==> src/rtl/snn_inference_sequencer.sv <==
// snn_inference_sequencer
// Runs one inference of the spiking network. It latches an input pattern,
// clears the neurons, and drives the pattern for TIMESTEPS cycles. It then
// drains the in-flight spikes and counts the output spikes per class. Last,
// it does a sequential argmax over the counters and reports the winning class.
// Optional build macro: SNN_SEQ_EARLY_EXIT_EN. When this macro is defined,
// RUN ends as soon as any class counter reaches EARLY_COUNT.
//
// state    | meaning
// ---------+-----------------------------------------------------------
// S_IDLE   | waiting for start_i, neurons disabled
// S_CLEAR  | one-cycle neuron clear, counters and timestep timer reset
// S_RUN    | pattern driven, neurons enabled, spikes counted
// S_DRAIN  | pattern removed, neurons still enabled to flush spikes
// S_ARGMAX | one counter examined per cycle, index 0 upward
// S_DONE   | one-cycle result-valid pulse
module snn_inference_sequencer #(
   parameter int NUM_INPUTS  = 8,
   parameter int NUM_OUTPUTS = 10,
   parameter int CNT_W       = 8,
   parameter int TIMESTEPS   = 64,
   parameter int PIPE_LAT    = 2,
   parameter int EARLY_COUNT = 16
) (
   input  logic                   clk_i,
   input  logic                   rst_i,
   input  logic                   start_i,
   input  logic                   abort_i,
   input  logic [NUM_INPUTS-1:0]  pattern_i,
   input  logic [NUM_OUTPUTS-1:0] output_spike_i,
   output logic [NUM_INPUTS-1:0]  input_drive_o,
   output logic                   neuron_en_o,
   output logic                   neuron_clr_o,
   output logic                   busy_o,
   output logic                   done_o,
   output logic [3:0]             class_o,
   output logic [CNT_W-1:0]       class_count_o,
   output logic                   tie_o
);

   localparam int IDX_W   = (NUM_OUTPUTS > 1) ? $clog2(NUM_OUTPUTS) : 1;
   localparam int TMR_MAX = (TIMESTEPS > PIPE_LAT) ? TIMESTEPS : PIPE_LAT;
   localparam int TMR_W   = $clog2(TMR_MAX + 1);

   localparam logic [TMR_W-1:0] RUN_LOAD   = TMR_W'(TIMESTEPS - 1);
   localparam logic [TMR_W-1:0] DRAIN_LOAD = TMR_W'((PIPE_LAT > 0) ? PIPE_LAT - 1 : 0);
   localparam logic [IDX_W-1:0] IDX_LAST   = IDX_W'(NUM_OUTPUTS - 1);

`ifdef SNN_SEQ_EARLY_EXIT_EN
   localparam bit EARLY_EN = 1'b1;
`else
   localparam bit EARLY_EN = 1'b0;
`endif

   typedef enum logic [2:0] {
      S_IDLE,
      S_CLEAR,
      S_RUN,
      S_DRAIN,
      S_ARGMAX,
      S_DONE
   } state_t;

   state_t state, state_next;

   logic [NUM_INPUTS-1:0] pattern_q;
   logic [TMR_W-1:0]      tmr;
   logic [IDX_W-1:0]      idx;
   logic [CNT_W-1:0]      cnt     [NUM_OUTPUTS];
   logic [CNT_W-1:0]      cnt_upd [NUM_OUTPUTS];
   logic                  early_hit;
   logic                  tmr_zero;
   logic                  idx_last;

   logic [CNT_W-1:0]      cur;
   logic [CNT_W-1:0]      am_max, am_max_n;
   logic [IDX_W-1:0]      am_best, am_best_n;
   logic                  am_tie, am_tie_n;

   assign tmr_zero = (tmr == '0);
   assign idx_last = (idx == IDX_LAST);

   // Saturating per-class count update, plus the early-exit threshold check
   always_comb begin
      early_hit = 1'b0;
      for (int i = 0; i < NUM_OUTPUTS; i++) begin
         cnt_upd[i] = cnt[i];
         if (output_spike_i[i] && (cnt[i] != {CNT_W{1'b1}}))
            cnt_upd[i] = cnt[i] + CNT_W'(1);
         if (32'(cnt_upd[i]) >= 32'(EARLY_COUNT))
            early_hit = 1'b1;
      end
      early_hit = early_hit & EARLY_EN;
   end

   // One argmax step; ties keep the earlier (lower) index
   always_comb begin
      cur       = cnt[idx];
      am_max_n  = am_max;
      am_best_n = am_best;
      am_tie_n  = am_tie;
      if (idx == '0) begin
         am_max_n  = cur;
         am_best_n = '0;
         am_tie_n  = 1'b0;
      end else if (cur > am_max) begin
         am_max_n  = cur;
         am_best_n = idx;
         am_tie_n  = 1'b0;
      end else if (cur == am_max) begin
         am_tie_n  = 1'b1;
      end
   end

   // State register
   always_ff @(posedge clk_i) begin
      if (rst_i)
         state <= S_IDLE;
      else
         state <= state_next;
   end

   // Next-state and Moore outputs; abort overrides every transition out of IDLE-excluded states
   always_comb begin
      state_next    = state;
      input_drive_o = '0;
      neuron_en_o   = 1'b0;
      neuron_clr_o  = 1'b0;
      busy_o        = 1'b1;
      done_o        = 1'b0;
      case (state)
         S_IDLE: begin
            busy_o = 1'b0;
            if (start_i)
               state_next = S_CLEAR;
         end
         S_CLEAR: begin
            neuron_clr_o = 1'b1;
            state_next   = S_RUN;
         end
         S_RUN: begin
            neuron_en_o   = 1'b1;
            input_drive_o = pattern_q;
            if (tmr_zero || early_hit)
               state_next = (PIPE_LAT > 0) ? S_DRAIN : S_ARGMAX;
         end
         S_DRAIN: begin
            neuron_en_o = 1'b1;
            if (tmr_zero)
               state_next = S_ARGMAX;
         end
         S_ARGMAX: begin
            if (idx_last)
               state_next = S_DONE;
         end
         S_DONE: begin
            done_o     = 1'b1;
            state_next = S_IDLE;
         end
         default: state_next = S_IDLE;
      endcase
      if (abort_i && (state != S_IDLE))
         state_next = S_IDLE;
   end

   // Datapath: pattern latch, timers, spike counters, argmax and result registers
   always_ff @(posedge clk_i) begin
      if (rst_i) begin
         pattern_q     <= '0;
         tmr           <= '0;
         idx           <= '0;
         am_max        <= '0;
         am_best       <= '0;
         am_tie        <= 1'b0;
         class_o       <= '0;
         class_count_o <= '0;
         tie_o         <= 1'b0;
         for (int i = 0; i < NUM_OUTPUTS; i++)
            cnt[i] <= '0;
      end else begin
         case (state)
            S_IDLE: begin
               if (start_i)
                  pattern_q <= pattern_i;
            end
            S_CLEAR: begin
               tmr <= RUN_LOAD;
               idx <= '0;
               for (int i = 0; i < NUM_OUTPUTS; i++)
                  cnt[i] <= '0;
            end
            S_RUN: begin
               for (int i = 0; i < NUM_OUTPUTS; i++)
                  cnt[i] <= cnt_upd[i];
               tmr <= (tmr_zero || early_hit) ? DRAIN_LOAD : tmr - TMR_W'(1);
            end
            S_DRAIN: begin
               for (int i = 0; i < NUM_OUTPUTS; i++)
                  cnt[i] <= cnt_upd[i];
               if (!tmr_zero)
                  tmr <= tmr - TMR_W'(1);
            end
            S_ARGMAX: begin
               am_max  <= am_max_n;
               am_best <= am_best_n;
               am_tie  <= am_tie_n;
               idx     <= idx + IDX_W'(1);
               if (idx_last && !abort_i) begin
                  class_o       <= 4'(am_best_n);
                  class_count_o <= am_max_n;
                  tie_o         <= am_tie_n;
               end
            end
            default: ;
         endcase
      end
   end

endmodule
==> config.mk <==
export PLATFORM = sky130hd
export DESIGN_NAME = snn_inference_sequencer
export DESIGN_NICKNAME = d
export VERILOG_FILES = /design/src/rtl/snn_inference_sequencer.sv
export SDC_FILE = /design/constraint.sdc
export NUM_CORES = 1
export LEC_CHECK = 0
export BUFFER_PORTS_ARGS = -buffer_cell sky130_fd_sc_hd__buf_4
export CAP_MARGIN = 20
export CORE_MARGIN = 4
export CORE_UTILIZATION = 56
export DETAILED_ROUTE_END_ITERATION = 10
export GPL_ROUTABILITY_DRIVEN = 1
export GPL_TIMING_DRIVEN = 0
export PLACE_DENSITY = 0.78
export RECOVER_POWER = 100
export SYNTH_ARGS = -nofsm -noshare
export SYNTH_HDL_FRONTEND = slang
export SYNTH_SLANG_ARGS = --single-unit
==> constraint.sdc <==
create_clock -name clk_i -period 3.6 [get_ports clk_i]
set_input_delay 0.36 -clock clk_i [delete_from_list [all_inputs] [get_ports clk_i]]
set_output_delay 0.36 -clock clk_i [all_outputs]
set_load 0.005 [all_outputs]
==> results by group, run 1 <==
Final layout
  – Multi-input logic area: between 0.003 and 0.004 mm2
  – ANT cells: 0
  – Most frequent cells in the layout: nor2_1 (110), edfxtp_1 (80), nand2_1 (73)
  – Commonest non-fill, non-tap cell in the layout: nor2_1
  – Syn-to-layout area delta: 15.65%
  – Share of post-route cells with drive strength above 1: between 10% and 20%
  – Nets: approximately 870
  – Fill count: 988
  – Reg area: ~0.0034 mm2

Power and ir drop
  – VDD IR max: 0.3185 mV
  – Leak pwr: roughly 3.2 nW
  – PD cells: 491.3 mW/mm2

Yosys
  – Flops & latches, synth: approximately 130
  – Biggest area consumer among synthesized cells: edfxtp_1
  – Mapped Cells: ~760
  – Unique masters post-synth: 64
  – Sequential area share after synthesis: 46.02%
  – Post-synthesis net count: between 800 and 900
  – Post-synth ARST share: 0%
  – Yosys top cell area share: roughly 32%
  – Number of synthesis warnings: 0
  – Post-Syn Area: 0.007482 mm2
  – Predominant post-synthesis flop cell: edfxtp_1
  – Synth area leaders: edfxtp_1 (32%), dfxtp_1 (14%), nor2_1 (5.5%)
  – Post-synth EDFFs: 80
  – Syn Area/Cell: 9.871 um2

Placed design
  – Pre-CTS setup slack: around 0.012 ns
  – Hpwl dp: 12390 um
  – Placer Congestion: a little over 0.9
  – IO Port Bufs: 46

Global route
  – Global Route Usage Sum: roughly a quarter
  – First-pass GRT wire length: 28090 um
  – Largest net degree at the start of global routing: 73
  – Vias in the first global route: 5963
  – Antenna violations before repair: 0
  – GRT overflow: 0

Timing
  – Setup-failing EPs final: 0
  – Final min period: 3.437 ns
  – Max-slew violations: between 70 and 80
  – Final worst-path cycle share: approximately 95%
  – Final hold violation count: 0
  – Slew Limit Headroom: -17.23%
  – Slew @ Worst Pin: approximately 1.8 ns
  – Final setup skew: a little under 0.008 ns
  – Final WS setup: between 0.15 and 0.2 ns
  – Unrepaired setup endpoints after global routing: no
  – FMAX: about 290 MHz
  – Hold Slack: about 0.18 ns

Die
  – Core area: roughly 0.013 mm2
  – Initial Util: approximately 60%
  – Total die area: ~0.015 mm2
  – Die height: 123.6 um
  – Row cnt: roughly 40
  – Die width: ~120 um
  – Num ports: 47

Run
  – Max Cap Viol: 1

Routing
  – WL final: around 17000 um
  – # DRC: 0
  – Drt via density: about 6
  – Iteration-0 DRC Markers: slightly above 600
  – Per-cell routed wire length: 16.80 um
  – Final antenna-violating net count: 0
  – Total number of vias: 6018
  – Detailed Routing Iterations Pass 1: 5

Worst setup path
  – Crit-path cells: buf_4, mux4_2, a22oi_1, nand2_1, ha_1, nand4_2, nor2_2, a211oi_4, o31ai_4, buf_6, mux2i_1, nor2_1
  – Reg2Reg Setup Slack: between 0.15 and 0.2 ns
  – Slowest stage cell, crit path: mux4_2
  – Worst path max stage delay: 0.53 ns
  – Arr. time, crit path: around 3.7 ns
  – Critical path destination: am_max[7]$_SDFFE_PP0P_
  – Worst reg2reg path depth: 12
  – Reg-to-reg endpoint: am_max[7]$_SDFFE_PP0P_
  – Worst EP required: 3.89 ns
  – CP Max Fanout: 10
  – Worst setup SP type: flip-flop
  – WS Path Type: reg -> reg
  – Critical Path End Type: flip-flop

Clock network
  – CTS clk-pin slew, worst paths: ~0.060 ns
  – CTS buffer count: 17
  – Root Buffer: clkbuf_16
  – CTS sink cnt: 132
  – CTS tree: built
  – H-tree levels: 4
  – # hold bufs at CTS: 0
  – Clock buffer depth: 2
  – Clk_lat worst skew: about 0.42 ns

Outcome
  – Status: finished with violations
  – Failing checks: capacitance limit, slew limit

Hold path
  – Hold crit path type: in -> reg
layer usage:
| metal | part of all wire (%) | wire length [um] | global-route usage (%) |
|---|---|---|---|
| met5 | 0 | 0 | 0 |
| met4 | 2.3 | 387 | 10.52 |
| met3 | 5.4 | 909 | 4.360 |
| met2 | 51 | 8618 | 40.39 |
| met1 | 41 | 7005 | 29.16 |
what timing repair did:
| item | CTS | global route |
|---|---|---|
| buffers inserted | 0 | 0 |
| hold endpoints to repair | 0 | 0 |
| resized for setup | 2 | 5 |
| endpoints found under the setup margin | 2 | 25 |
state kept, by name (all words and copies together), names as in the netlist, named ones only:
| name | cells |
|---|---|
| cnt | 80 |
| pattern_q | 8 |
| class_count_o | 8 |
| am_best | 4 |
| idx | 4 |
| tmr | 7 |
| am_tie | 1 |
| class_o | 4 |
| state | 3 |
| am_max | 8 |
| tie_o | 1 |
cell families after synthesis:
logic type               count (synthesis)  synth area share, %
multiplexers                            33                7.124
buffers and inverters                   55                3.027
AO/OA/AOI/OAI                          134                12.36
flip-flops                             132                46.02
AND/OR/NAND/NOR                        326                21.17
adder cells (fa/ha/maj)                 24                3.980
XOR/XNOR                                54                6.321
cells in the mapped netlist (3+ instances only):
master / number
dfxtp_1: 52
nor2b_1: 6
a211oi_1: 7
a21oi_1: 43
xnor2_1: 16
inv_1: 23
nor3_1: 13
nand2_1: 73
mux2i_1: 15
a32o_1: 7
a311oi_1: 3
o31ai_1: 3
a22oi_1: 7
mux4_2: 16
nor2_2: 3
o211ai_1: 9
nand3b_1: 10
o21ai_0: 22
nand4_1: 20
nand2b_1: 14
nand3_1: 30
buf_2: 7
o21a_1: 3
and2_1: 9
a31o_2: 8
and3_1: 14
xor2_1: 38
clkbuf_1: 21
or3_1: 12
edfxtp_1: 80
buf_4: 3
ha_1: 23
nor2_1: 110
a31oi_1: 4
final cells by class:
cell class / count / area share (%)
clock buffers: 20 / 5.784
multi-input cells: 571 / 43.65
plain buffers: 31 / 1.692
well taps: 172 / 2.487
clock inverters: 12 / 1.576
inverters: 23 / 0.9977
repair buffers: 46 / 3.991
flip-flops and latches: 132 / 39.82
worst min-delay path by stage:
stage / start / to / cells past startpoint
after floorplan: pattern_q[0]$_SDFFE_PP0P_ / pattern_q[0]$_SDFFE_PP0P_ / 2
after detailed placement: pattern_q[2]$_SDFFE_PP0P_ / pattern_q[2]$_SDFFE_PP0P_ / 2
final: pattern_i[7] / pattern_q[7]$_SDFFE_PP0P_ / 3
after CTS: pattern_i[7] / pattern_q[7]$_SDFFE_PP0P_ / 3
after global placement: class_o[2]$_SDFFE_PP0P_ / class_o[2]$_SDFFE_PP0P_ / 2
after global routing: pattern_i[4] / pattern_q[4]$_SDFFE_PP0P_ / 3
through the flow:
step                util (%)  setup TNS (ns)  cell area [um2]  instances  power, mW
global placement       62.71          -40.15             8043        976      2.418
CTS                    67.80               0             8696       1008      4.275
detailed placement     62.77               0             8050        976      2.445
floorplan                  -               0             7482        758      2.269
finish                 67.47               0             8653       1007      4.252
global route           67.47               0             8653       1007      4.415
worst max-delay path: cells and delay by family (launching register included):
| family | cells | cell delay (ns) |
|---|---|---|
| adder cells (fa/ha/maj) | 1 | 0.36 |
| AO/OA/AOI/OAI | 3 | 0.70 |
| AND/OR/NAND/NOR | 4 | 0.66 |
| buffers and inverters | 2 | 0.44 |
| flip-flops | 1 | 0.41 |
| multiplexers | 2 | 0.73 |
report_power, final:
part | leakage (nW) | switching [mW] | total [mW] | internal (mW)
Clock | 0.313 | 0.684 | 1.84 | 1.15
Combinational | 1.56 | 0.309 | 0.519 | 0.211
Sequential | 1.28 | 0.148 | 1.90 | 1.75
No activity file was read; power rests on OpenSTA's default activity.
==> inputs of run 2 (changes only) <==
--- a/config.mk
+++ b/config.mk
@@ -8,11 +8,11 @@
 export BUFFER_PORTS_ARGS = -buffer_cell sky130_fd_sc_hd__buf_4
 export CAP_MARGIN = 20
 export CORE_MARGIN = 4
-export CORE_UTILIZATION = 56
+export CORE_UTILIZATION = 58
 export DETAILED_ROUTE_END_ITERATION = 10
 export GPL_ROUTABILITY_DRIVEN = 1
 export GPL_TIMING_DRIVEN = 0
-export PLACE_DENSITY = 0.78
+export PLACE_DENSITY = 0.81
 export RECOVER_POWER = 100
 export SYNTH_ARGS = -nofsm -noshare
 export SYNTH_HDL_FRONTEND = slang
==> results by group, run 2 (synthesized netlist as in run 1, its figures left out) <==
Routing
  – Drt via density: 6.114 (was 5.976)
  – Iteration-0 DRC Markers: 557 (was 620)
  – WL final: 17370 um (was 16920 um)
  – Total number of vias: 6157 (was 6018)
  – Per-cell routed wire length: 17.25 um (was 16.80 um)
  – # DRC: 0 (unchanged)
  – Detailed Routing Iterations Pass 1: 7 (was 5)
  – Final antenna-violating net count: 0 (unchanged)

Power and ir drop
  – Leak pwr: 3.121 nW (was 3.158 nW)
  – Pwr Total: 4.170 mW (was 4.252 mW)
  – VDD IR max: 0.2649 mV (was 0.3185 mV)
  – PD cells: 484.0 mW/mm2 (was 491.3 mW/mm2)

Worst setup path
  – Crit-path cells: clkbuf_4, mux4_2, a22oi_1, nand2_1, ha_1, nand4_2, nor2_4, a211oi_4, o31ai_4, buf_4, mux2i_1, nor2_1 (was buf_4, mux4_2, a22oi_1, nand2_1, ha_1, nand4_2, nor2_2, a211oi_4, o31ai_4, buf_6, mux2i_1, nor2_1)
  – Reg2Reg Setup Slack: 0.18 ns (was 0.16 ns)
  – Worst Path Buf+Inv: 2 (unchanged)
  – Critical path destination: am_max[7]$_SDFFE_PP0P_ (unchanged)
  – Stages on worst setup path: 12 (unchanged)
  – CP Max Fanout: 10 (unchanged)
  – Arr. time, crit path: 3.72 ns (about the same)
  – CP top delay family: simple AND/OR/NAND/NOR gates (was multiplexers)
  – Worst EP required: 3.90 ns (was 3.89 ns)
  – Worst setup SP type: flip-flop (unchanged)
  – Slowest stage cell, crit path: dfxtp_1 (was mux4_2)
  – Reg-to-reg endpoint: am_max[7]$_SDFFE_PP0P_ (unchanged)
  – Worst path max stage delay: 0.52 ns (was 0.53 ns)
  – Worst reg2reg path depth: 12 (unchanged)
  – Critical Path End Type: flip-flop (unchanged)
  – WS Path Type: reg -> reg (unchanged)

Final layout
  – Share of post-route cells with drive strength above 1: 15.09% (was 15.21%)
  – Commonest non-fill, non-tap cell in the layout: nor2_1 (unchanged)
  – Most frequent cells in the layout: nor2_1 (110), edfxtp_1 (80), nand2_1 (73) (unchanged)
  – Syn-to-layout area delta: 15.15% (was 15.65%)
  – Max reg flops: 80 (unchanged)
  – ANT cells: 0 (unchanged)
  – Final Util: 68.27% (was 67.47%)
  – Largest Register: cnt (unchanged)
  – Nets: 867 (unchanged)
  – Final non-filler cell total: 1007 (unchanged)

Timing
  – Slew @ Worst Pin: 1.790 ns (was 1.758 ns)
  – Fin Setup TNS: 0 ns (unchanged)
  – Final min period: 3.422 ns (was 3.437 ns)
  – FMAX: 292.3 MHz (was 291.0 MHz)
  – Final worst-path cycle share: 95.04% (was 95.46%)
  – Slew Limit Headroom: -19.35% (was -17.23%)
  – Setup-failing EPs final: 0 (unchanged)
  – Final hold violation count: 0 (unchanged)
  – Hold Slack: 0.1842 ns (was 0.1846 ns)
  – Max-slew violations: 73 (unchanged)
  – Final setup skew: 0.007800 ns (was 0.007720 ns)

Run
  – Max Cap Viol: 1 (unchanged)

Die
  – Die height: 121.6 um (was 123.6 um)
  – Core area: 0.01262 mm2 (was 0.01282 mm2)
  – Die width: 121.6 um (was 123.6 um)
  – Initial Util: 59.29% (was 58.34%)
  – Total die area: 0.01478 mm2 (was 0.01527 mm2)
  – Num ports: 47 (unchanged)
  – Row cnt: 41 (unchanged)

Clock network
  – CTS tree: built (unchanged)
  – CTS sink cnt: 132 (unchanged)
  – Root Buffer: clkbuf_16 (unchanged)
  – Number of setup buffers added after CTS: 0 (unchanged)
  – Clock buffer depth: 2 (unchanged)
  – CTS buffer count: 17 (unchanged)
  – Clk_lat worst skew: 0.43 ns (was 0.42 ns)
  – # hold bufs at CTS: 0 (unchanged)
  – H-tree levels: 4 (unchanged)
  – CTS clk-pin slew, worst paths: 0.06 ns (about the same)

Global route
  – Global Route Usage Sum: 24.08% (was 23.62%)
  – Antenna violations before repair: 0 (unchanged)
  – Largest net degree at the start of global routing: 73 (unchanged)
  – First-pass GRT wire length: 28140 um (was 28090 um)
  – Vias in the first global route: 5835 (was 5963)
  – GRT overflow: 0 (unchanged)

Outcome
  – Status: finished with violations (unchanged)
  – Failing checks: capacitance limit, slew limit (unchanged)

Placed design
  – Placer Congestion: 0.9152 (was 0.9204)
  – Post-Place Cells: 976 (unchanged)
  – Hpwl dp: 12450 um (was 12390 um)
  – IO Port Bufs: 46 (unchanged)

Hold path
  – Hold crit path type: in -> reg (unchanged)
run 2: cell types whose count changed in the layout (fill, tap and decap cells not counted), sizes merged:
cell and delta:
inv -4, bufinv +1, buf +2, clkinv +2, clkinvlp +3, clkbuf -4
run 2: worst min path at each step:
stage                                end                       from  cells past startpoint
3_3_place_gp     class_o[2]$_SDFFE_PP0P_    class_o[2]$_SDFFE_PP0P_                      2
2_1_floorplan  pattern_q[0]$_SDFFE_PP0P_  pattern_q[0]$_SDFFE_PP0P_                      2
6_report       pattern_q[6]$_SDFFE_PP0P_               pattern_i[6]                      3
5_1_grt        pattern_q[5]$_SDFFE_PP0P_               pattern_i[5]                      3
3_5_place_dp   pattern_q[5]$_SDFFE_PP0P_  pattern_q[5]$_SDFFE_PP0P_                      2
4_1_cts        pattern_q[6]$_SDFFE_PP0P_               pattern_i[6]                      3
run 2: timing repair:
action,in CTS,in global routing
resized for setup,1,7
hold endpoints to repair,0,0
setup endpoints to repair,7,23
pin swaps,0,1
run 2: power by group:
part	switching [mW]	internal, mW	total [mW]
combinational	0.316	0.212	0.528
clock	0.661	1.08	1.74
sequential	0.150	1.75	1.90
run 2: stage by stage:
step	setup slack, ns	instance area [um2]
final	0.1784	8616
after floorplan	0.4178	7482
after global placement	-0.5372	8043
after global routing	-0.01293	8616
after detailed placement	-0.01132	8050
after CTS	0.01210	8645
run 2: layout make-up:
cell class / instances / area, um2
flip-flops and latches: 132 / 3445
clock inverters: 14 / 162.7
multi-input cells: 571 / 3791
well taps: 172 / 215.2
clock buffers: 18 / 429.2
plain buffers: 31 / 141.4
inverters: 23 / 86.33
repair buffers: 46 / 345.3
fillers: 954 / 4004
run 2: layer usage:
| layer | track usage [%] | up-vias | part of all wire [%] |
|---|---|---|---|
| met2 | 40.31 | 259 | 49 |
| met4 | 11.69 | 0 | 3.6 |
| met5 | 0 | - | 0 |
| li1 | - | 2886 | - |
| met1 | 30.09 | 2960 | 41 |
| met3 | 4.596 | 52 | 5.9 |
run 2: tightest hold or removal path, stage by stage:
cell     delay (ns)
buf_4          0.11
nand2_1        0.05
a21oi_1        0.05
